`src/rtl/store_unit.sv`:
```
`default_nettype none
`timescale 1ns/1ps
// ============================================================================
//  Module      : store_unit
//  Description : Data-side store engine. Takes SB/SH/SW from execute and
//                drives memory, using read-modify-write for sub-word stores.
//  Revision    : 1.0 - initial release
// ============================================================================
module store_unit #(
   parameter int READ_LATENCY = 1
) (
   input  logic        clock,
   input  logic        reset,
   input  logic        store_valid,
   output logic        store_ready,
   input  logic [31:0] store_address,
   input  logic [31:0] store_value,
   input  logic [2:0]  store_funct3,
   output logic        store_done,
   output logic        store_error,
   output logic        memory_read_enable,
   output logic [31:0] memory_read_address,
   input  logic [31:0] memory_read_value,
   output logic        memory_write_enable,
   output logic [31:0] memory_write_address,
   output logic [31:0] memory_write_value
);

   if (READ_LATENCY < 1 || READ_LATENCY > 4) begin : g_latency_check
      $error("store_unit: READ_LATENCY must be in 1..4");
   end

   localparam logic [2:0] c_READ_LATENCY = 3'(READ_LATENCY);
   localparam logic [2:0] c_F3_SB        = 3'b000;
   localparam logic [2:0] c_F3_SH        = 3'b001;
   localparam logic [2:0] c_F3_SW        = 3'b010;

   typedef enum logic [2:0] {
      ST_IDLE  = 3'd0,
      ST_READ  = 3'd1,
      ST_WAIT  = 3'd2,
      ST_WRITE = 3'd3,
      ST_ERROR = 3'd4
   } state_t;

   state_t      r_state;
   state_t      w_next_state;
   logic [31:0] r_address;
   logic [15:0] r_value;
   logic        r_is_byte;
   logic [31:0] r_write_word;
   logic [2:0]  r_count;

   logic        w_accept;
   logic        w_is_sb;
   logic        w_is_sh;
   logic        w_is_sw;
   logic        w_bad;
   logic [31:0] w_merged;

   assign w_accept = store_valid && (r_state == ST_IDLE);
   assign w_is_sb  = (store_funct3 == c_F3_SB);
   assign w_is_sh  = (store_funct3 == c_F3_SH);
   assign w_is_sw  = (store_funct3 == c_F3_SW);
   assign w_bad    = !(w_is_sb || w_is_sh || w_is_sw)
                   || (w_is_sh && store_address[0])
                   || (w_is_sw && (store_address[1:0] != 2'b00));

   // Splice the captured store data into the freshly read word.
   always_comb begin
      w_merged = memory_read_value;
      if (r_is_byte) begin
         case (r_address[1:0])
            2'd0:    w_merged[7:0]   = r_value[7:0];
            2'd1:    w_merged[15:8]  = r_value[7:0];
            2'd2:    w_merged[23:16] = r_value[7:0];
            default: w_merged[31:24] = r_value[7:0];
         endcase
      end else if (r_address[1]) begin
         w_merged[31:16] = r_value;
      end else begin
         w_merged[15:0] = r_value;
      end
   end

   always_comb begin
      w_next_state = r_state;
      case (r_state)
         ST_IDLE: begin
            if (w_accept) begin
               if (w_bad)        w_next_state = ST_ERROR;
               else if (w_is_sw) w_next_state = ST_WRITE;
               else              w_next_state = ST_READ;
            end
         end
         ST_READ:  w_next_state = ST_WAIT;
         ST_WAIT:  if (r_count == 3'd1) w_next_state = ST_WRITE;
         ST_WRITE: w_next_state = ST_IDLE;
         ST_ERROR: w_next_state = ST_IDLE;
         default:  w_next_state = ST_IDLE;
      endcase
   end

   always_ff @(posedge clock or posedge reset) begin
      if (reset) begin
         r_state <= ST_IDLE;
      end else begin
         r_state <= w_next_state;
      end
   end

   always_ff @(posedge clock or posedge reset) begin
      if (reset) begin
         r_address    <= '0;
         r_value      <= '0;
         r_is_byte    <= 1'b0;
         r_write_word <= '0;
         r_count      <= '0;
      end else begin
         if (w_accept) begin
            r_address    <= store_address;
            r_value      <= store_value[15:0];
            r_is_byte    <= w_is_sb;
            r_write_word <= store_value;
         end
         if (r_state == ST_READ) begin
            r_count <= c_READ_LATENCY;
         end else if (r_state == ST_WAIT) begin
            r_count <= r_count - 3'd1;
            // Read data is valid only in the last wait cycle.
            if (r_count == 3'd1) begin
               r_write_word <= w_merged;
            end
         end
      end
   end

   assign store_ready          = (r_state == ST_IDLE);
   assign store_done           = (r_state == ST_WRITE) || (r_state == ST_ERROR);
   assign store_error          = (r_state == ST_ERROR);
   assign memory_read_enable   = (r_state == ST_READ);
   assign memory_read_address  = (r_state == ST_READ)  ? {r_address[31:2], 2'b00} : 32'd0;
   assign memory_write_enable  = (r_state == ST_WRITE);
   assign memory_write_address = (r_state == ST_WRITE) ? {r_address[31:2], 2'b00} : 32'd0;
   assign memory_write_value   = (r_state == ST_WRITE) ? r_write_word : 32'd0;

endmodule
`default_nettype wire

```
`config.mk`:
```
export PLATFORM = sky130hd
export DESIGN_NAME = store_unit
export DESIGN_NICKNAME = d
export VERILOG_FILES = /design/src/rtl/store_unit.sv
export SDC_FILE = /design/constraint.sdc
export NUM_CORES = 1
export LEC_CHECK = 0
export CAP_MARGIN = 10
export CORE_ASPECT_RATIO = 1.4
export CORE_MARGIN = 2
export CORE_UTILIZATION = 25
export CTS_CLUSTER_DIAMETER = 40
export CTS_CLUSTER_SIZE = 24
export DETAILED_ROUTE_END_ITERATION = 8
export PLACE_DENSITY = 0.61
export SYNTH_ARGS = -nofsm -noshare
export SYNTH_HDL_FRONTEND = slang
export SYNTH_SLANG_ARGS = --single-unit
```
`constraint.sdc`:
```
create_clock -name clock -period 2.8 [get_ports clock]
set_input_delay 0.56 -clock clock [delete_from_list [all_inputs] [get_ports clock]]
set_output_delay 0.56 -clock clock [all_outputs]
set_load 0.01 [all_outputs]
```
==> summary.txt, run 1 <==
Timing
  • Period utilization: 95.7%
  • Post-route minimum period: around 2700 ps
  • Fmax: 373 MHz
  • Setup-failing EPs final: 0
  • RSZ-0062 raised after global routing: false
  • Rel. slew slack: 52.5%
  • Fin. Hold Viols: 0
  • Setup TNS Final: 0 ps
  • Final Skew: 6.70 ps
  • Worst Tran Pin Value: 711 ps
  • Fin. max-slew vios: 0

Critical path
  • Critical-path cell list: nor3_4, buf_12, and2_1, clkdlybuf4s50_1
  • Max FO, Critical Path: 28
  • Slowest cell on the critical path: clkdlybuf4s50_1
  • Crit Path Class: flop to primary output
  • CP Launch Type: flop
  • Critical Path RT: 2240 ps
  • Crit path DAT: roughly 2100 ps
  • Worst-case reg-to-reg path depth: 4
  • CP max stage delay: roughly 570 ps
  • Crit end category: primary output

Routing
  • Post-route ant nets: 0
  • Iteration-0 DRC Markers: 174
  • DRT Pass-1 Iters: 5
  • Final wirelength: 15100 µm
  • Via density: 4.45
  • # DRC: 0
  • Vias: around 4300
  • DR WL/cell: 15.5 µm

Synth
  • Syn_area_per_cell: between 8 and 9 µm²
  • Netlist Area Pre-Place: 0.00471 mm²
  • Yosys Warn Count: 0
  • Yosys cell types: 34
  • EDFF count, synth: 0
  • Prevailing post-synth register cell: dfrtp_1
  • Asr flop ratio synth: between 90% and 100%
  • Syn Inst Count: 540
  • Sequential element share of the synthesized area: between 40% and 50%
  • #FFs+latches synth: 87

Clock network
  • Setup bufs post-CTS: 0
  • # H-tree levels: 3
  • CTS Sinks: 87
  • CTS buffer count: 9
  • Clk buf depth: 2
  • Worst-skew pair later-pin latency: 340 ps
  • CTS tree: yes
  • Root buffer cell: clkbuf_16
  • CTS Hold Bufs: 0
  • Clock-pin slew on the worst setup and hold paths: 60 ps

Floorplan
  • Die Y: 166 µm
  • Initial Utilization: 25.4%
  • # IOs: about 200
  • Die width: 120 µm
  • Row count: slightly below 60
  • Die footprint: about 0.02 mm²
  • Core area: 0.0185 mm²

Power
  • PD cells: 859 mW/mm²
  • VDD IR max: 0.000315 V
  • LEAKAGE: 3.24 nW

Cells and area
  • # nets final: ~830
  • Multi-input logic area: 0.00230 mm²
  • Finished Cell Area: between 0.007 and 0.008 mm²
  • Layout cells sized above 1: ~5.5%
  • Commonest non-fill, non-tap cell in the layout: clkdlybuf4s50_1
  • Storage element area: approximately 0.0022 mm²
  • Fill cells: 1875
  • Most frequent cells in the layout: clkdlybuf4s50_1, nand2_1, and2_1, dfrtp_1, mux2i_1
  • Area growth syn-to-layout: 54.0%

Placed design
  • Port-buffer cells: 198
  • Dpl cell area: 0.00694 mm²
  • Final HPWL DP: about 11000 µm
  • Routability congestion estimate: 0.803

GRT
  • First-pass GRT wire length: 23900 µm
  • Total GRT Usage: 15.1%
  • Global route overflow: 0
  • Vias in the first global route: 4234
  • Pin count of the biggest net entering global routing: 60
  • Initial antenna violation count: 1

Run status
  • Status: finished clean

Flow run
  • Max_cap viols: 0

Worst hold path
  • Hold WC Path Type: flop to flop
  • Hold Path Cell Cnt: 2
[worst max-delay path: cells and delay by family (launching register included)]
family        cells  cell delay, ps
simple gates      2             470
flops             1             530
buf+inv           2             770
[metrics by stage]
step                hold slack [ps]  worst slack [ps]  utilization (%)  power (mW)  cells
floorplan                       446               897                -        3.99    543
global placement                461               391             37.4        5.02    958
detailed placement              466               344             37.4        5.07    958
CTS                             483              24.8             39.1        6.32    973
global route                    502              8.85             39.1        6.75    974
finish                          478               120             39.1        6.22    974
[metal layers]
metal  vias to the layer above  GRT usage [%]  part of all wire [%]
li1                       2150              -                     -
met1                      1994           18.6                    41
met2                       167           25.9                    50
met3                        21           3.09                   5.9
met4                         0           5.68                   2.8
met5                         -              0                     0
[cell type report]
type / count / area share [%]
Antenna cell: 1 / 0.0345
Clock buffer: 12 / 3.54
Clock inverter: 3 / 0.587
Inverter: 7 / 0.414
Multi-Input combinational cell: 408 / 31.7
Sequential cell: 87 / 30.1
Tap cell: 244 / 4.21
Timing Repair Buffer: 212 / 29.4
[Yosys cell counts (3+ instances only)]
cell type	number	area (µm²)
o22ai_1	9	56.3
nor2b_1	8	50.1
o221ai_1	8	70.1
buf_2	16	80.1
and3_1	9	56.3
inv_1	6	22.5
nor3_1	4	20.0
buf_6	3	33.8
and2_1	94	588
dfrtp_1	87	2180
mux2i_1	24	240
o22a_1	9	78.8
a211oi_1	17	128
nand2_1	167	627
clkbuf_1	12	45.0
a31oi_1	16	100
o21ai_0	12	60.1
nor2_1	6	22.5
buf_4	9	67.6
a21oi_1	7	35.0
[timing repair]
| action | 4_1_cts | 5_1_grt |
|---|---|---|
| setup endpoints to repair | 36 | 63 |
| gates resized for setup | 1 | 2 |
| hold endpoints to repair | 0 | 0 |
[flip-flops by register name, indices dropped and copies added (netlist names)]
register and count:
r_count 3, r_write_word 32, r_address 32, r_state 3, r_is_byte 1, r_value 16
[cell families (layout without fill, tap and decap cells)]
logic type,Yosys count,in the layout,share of synthesized area [%]
and+or+nand+nor,296,296,30.6
AOI/OAI and AO/OA,82,82,12.0
muxes,24,24,5.10
DFF,87,87,46.3
buffers and inverters,48,234,5.45
adders and majority gates,2,2,0.532
other,1,5,0.0797
[where the power goes]
group	internal (mW)	switching, mW	leakage, nW
sequential	1.88	0.489	1.06
combinational	1.23	1.40	2.04
clock	0.734	0.486	0.145
[path summary, 6_finish.rpt]
check / end / start / slack, ps
worst min-delay path: r_value[10] / r_value[10] / 480
worst max-delay path: memory_write_value[0] / r_state[2] / 120
max in group asynchronous: r_state[1] / reset / 1800
min in group asynchronous: r_address[6] / reset / 660
worst max register to register: r_write_word[19] / r_state[2] / 620
worst min register to register: r_value[10] / r_value[10] / 480
Note: power is estimated with default switching activity, not from simulation.
==> run 2: changes to the inputs <==
Settings changed: CORE_ASPECT_RATIO 1.4 to 0.75.
==> summary.txt, run 2 (synthesis gave the netlist of run 1 again) <==
GRT
  • Vias in the first global route: 4256 (+0.52%)
  • Global route overflow: 0 (unchanged)
  • Total GRT Usage: 15.8% (+0.61 points)
  • Initial antenna violation count: 0 (-1)
  • First-pass GRT wire length: 24100 µm (+0.84%)
  • Pin count of the biggest net entering global routing: 88 (+47%)

Cells and area
  • Storage element area: 0.00218 mm² (about the same)
  • Area growth syn-to-layout: 54.9%
  • ANT cells: 0 (-1)
  • Commonest non-fill, non-tap cell in the layout: clkdlybuf4s50_1
  • Non-filler instance count after layout: 982 (+0.82%)
  • Layout cells sized above 1: 6.53% (+1.0 points)
  • Biggest regs: r_address (32), r_write_word (32), r_value (16)
  • Multi-input logic area: 0.00230 mm² (unchanged)
  • Most frequent cells in the layout: clkdlybuf4s50_1, nand2_1, and2_1, dfrtp_1, mux2i_1
  • # nets final: 834 (+0.60%)
  • Fill cells: 1836 (-2.1%)
  • Finished Cell Area: 0.00729 mm² (+0.62%)

Flow run
  • Max_cap viols: 0 (unchanged)

Routing
  • # DRC: 0 (unchanged)
  • Iteration-0 DRC Markers: 189 (+8.6%)
  • Final wirelength: 15700 µm (+3.8%)
  • DRT Pass-1 Iters: 5 (unchanged)
  • Post-route ant nets: 0 (unchanged)
  • Vias: 4374 (+0.97%)
  • DR WL/cell: 16.0 µm (+3.0%)
  • Via density: 4.45 (+0.15%)

Placed design
  • Routability congestion estimate: 0.785 (-2.2%)
  • Dpl cell area: 0.00695 mm² (+0.16%)
  • Final HPWL DP: 11500 µm (+2.4%)
  • Port-buffer cells: 198 (unchanged)
  • Placed insts: 962 (+0.42%)

Timing
  • Final Hold Slack: 484 ps (+5.78 ps)
  • Fmax: 368 MHz (-1.4%)
  • Setup TNS Final: 0 ps (unchanged)
  • Period utilization: 97.1% (+1.4 points)
  • Fin. Hold Viols: 0 (unchanged)
  • Final Skew: 5.93 ps (-0.777 ps)
  • Post-route minimum period: 2720 ps (+39.1 ps)
  • Worst Tran Pin Value: 646 ps (-65.7 ps)
  • Fin. max-slew vios: 0 (unchanged)
  • Setup-failing EPs final: 0 (unchanged)
  • Rel. slew slack: 57.0% (+4.4 points)

Clock network
  • CTS Sinks: 87 (unchanged)
  • CTS tree: yes
  • CTS buffer count: 9 (unchanged)
  • Clk buf depth: 2 (unchanged)
  • Root buffer cell: clkbuf_16
  • # H-tree levels: 3 (unchanged)
  • Worst-skew pair later-pin latency: 340 ps (about the same)
  • Clock-pin slew on the worst setup and hold paths: 70 ps (about the same)

Floorplan
  • Die Y: 123 µm (-26%)
  • Row count: 43 (-27%)
  • Core area: 0.0185 mm² (-0.41%)
  • Initial Utilization: 25.5% (+0.10 points)
  • Die footprint: 0.0200 mm² (about the same)
  • # IOs: 203 (unchanged)
  • Die width: 162 µm (+35%)

Critical path
  • Crit end category: primary output
  • Crit Path Class: flop to primary output
  • Critical Path RT: 2240 ps (about the same)
  • CP Launch Type: flop
  • Reg-to-reg slack, setup: 750 ps (+130 ps)
  • Worst-case reg-to-reg path depth: 5 (+1)
  • Crit path DAT: 2160 ps (+40 ps)
  • Max FO, Critical Path: 10 (-64%)

Power
  • VDD IR max: 0.000258 V (-18%)
  • LEAKAGE: 3.26 nW (+0.70%)
  • PD cells: 858 mW/mm² (about the same)
  • Tot Pwr: 6.26 mW (+0.52%)

Worst hold path
  • Hold Path Cell Cnt: 2 (unchanged)
  • Hold WC Path Type: flop to flop

Run status
  • Status: finished clean
run 2: cell types whose count changed in the layout (fill, tap and decap cells not counted), sizes merged:
cell	before	now
buf	14	19
bufinv	1	0
clkbuf	12	10
clkinv	1	2
clkinvlp	2	3
diode	1	0
inv	6	8
run 2: per-stage QoR:
step / utilization, % / worst slack, ps
detailed placement: 37.7 / 316
global placement: 37.7 / 421
CTS: 39.2 / 11.9
global route: 39.5 / -11.1
finish: 39.5 / 80.7
floorplan: - / 897
run 2: final cells by class:
| type | count | area share, % |
|---|---|---|
| clock inverters | 6 | 0.583 |
| clock buffers | 10 | 3.28 |
| multi-input cells | 408 | 31.5 |
| inverters | 7 | 0.412 |
| well taps | 247 | 4.24 |
| repair buffers | 217 | 30.1 |
| flip-flops and latches | 87 | 29.9 |
run 2: where the power goes:
part / total, mW / switching, mW / internal, mW
sequential: 2.39 / 0.510 / 1.88
clock: 1.17 / 0.536 / 0.630
combinational: 2.70 / 1.43 / 1.27
run 2: what timing repair did:
item | in CTS | in global routing
resized for setup | 3 | 4
setup buffers | 0 | 3
setup endpoints to repair | 32 | 63
gates cloned | 0 | 1
pin swaps | 0 | 1
hold buffers | 0 | 0
run 2: worst paths after layout:
kind / to / from
min: r_value[8] / r_value[8]
min reg2reg: r_value[8] / r_value[8]
min in group asynchronous: r_address[14] / reset
max: memory_write_value[20] / r_state[2]
max in group asynchronous: r_address[31] / reset
max reg2reg: r_write_word[4] / r_state[2]
run 2: critical path, cell delays in order (launching register included):
cell and delay [ps]:
dfrtp_1 530, nor3_4 280, buf_12 150, buf_2 180, and2_1 150, clkdlybuf4s50_1 530
run 2: layer usage:
metal / GRT usage [%] / vias to the layer above / share of wire (%)
li1: - / 2160 / -
met1: 22.8 / 2044 / 48
met2: 22.7 / 152 / 43
met3: 4.73 / 18 / 7.7
met4: 4.31 / 0 / 1.5
met5: 0 / - / 0
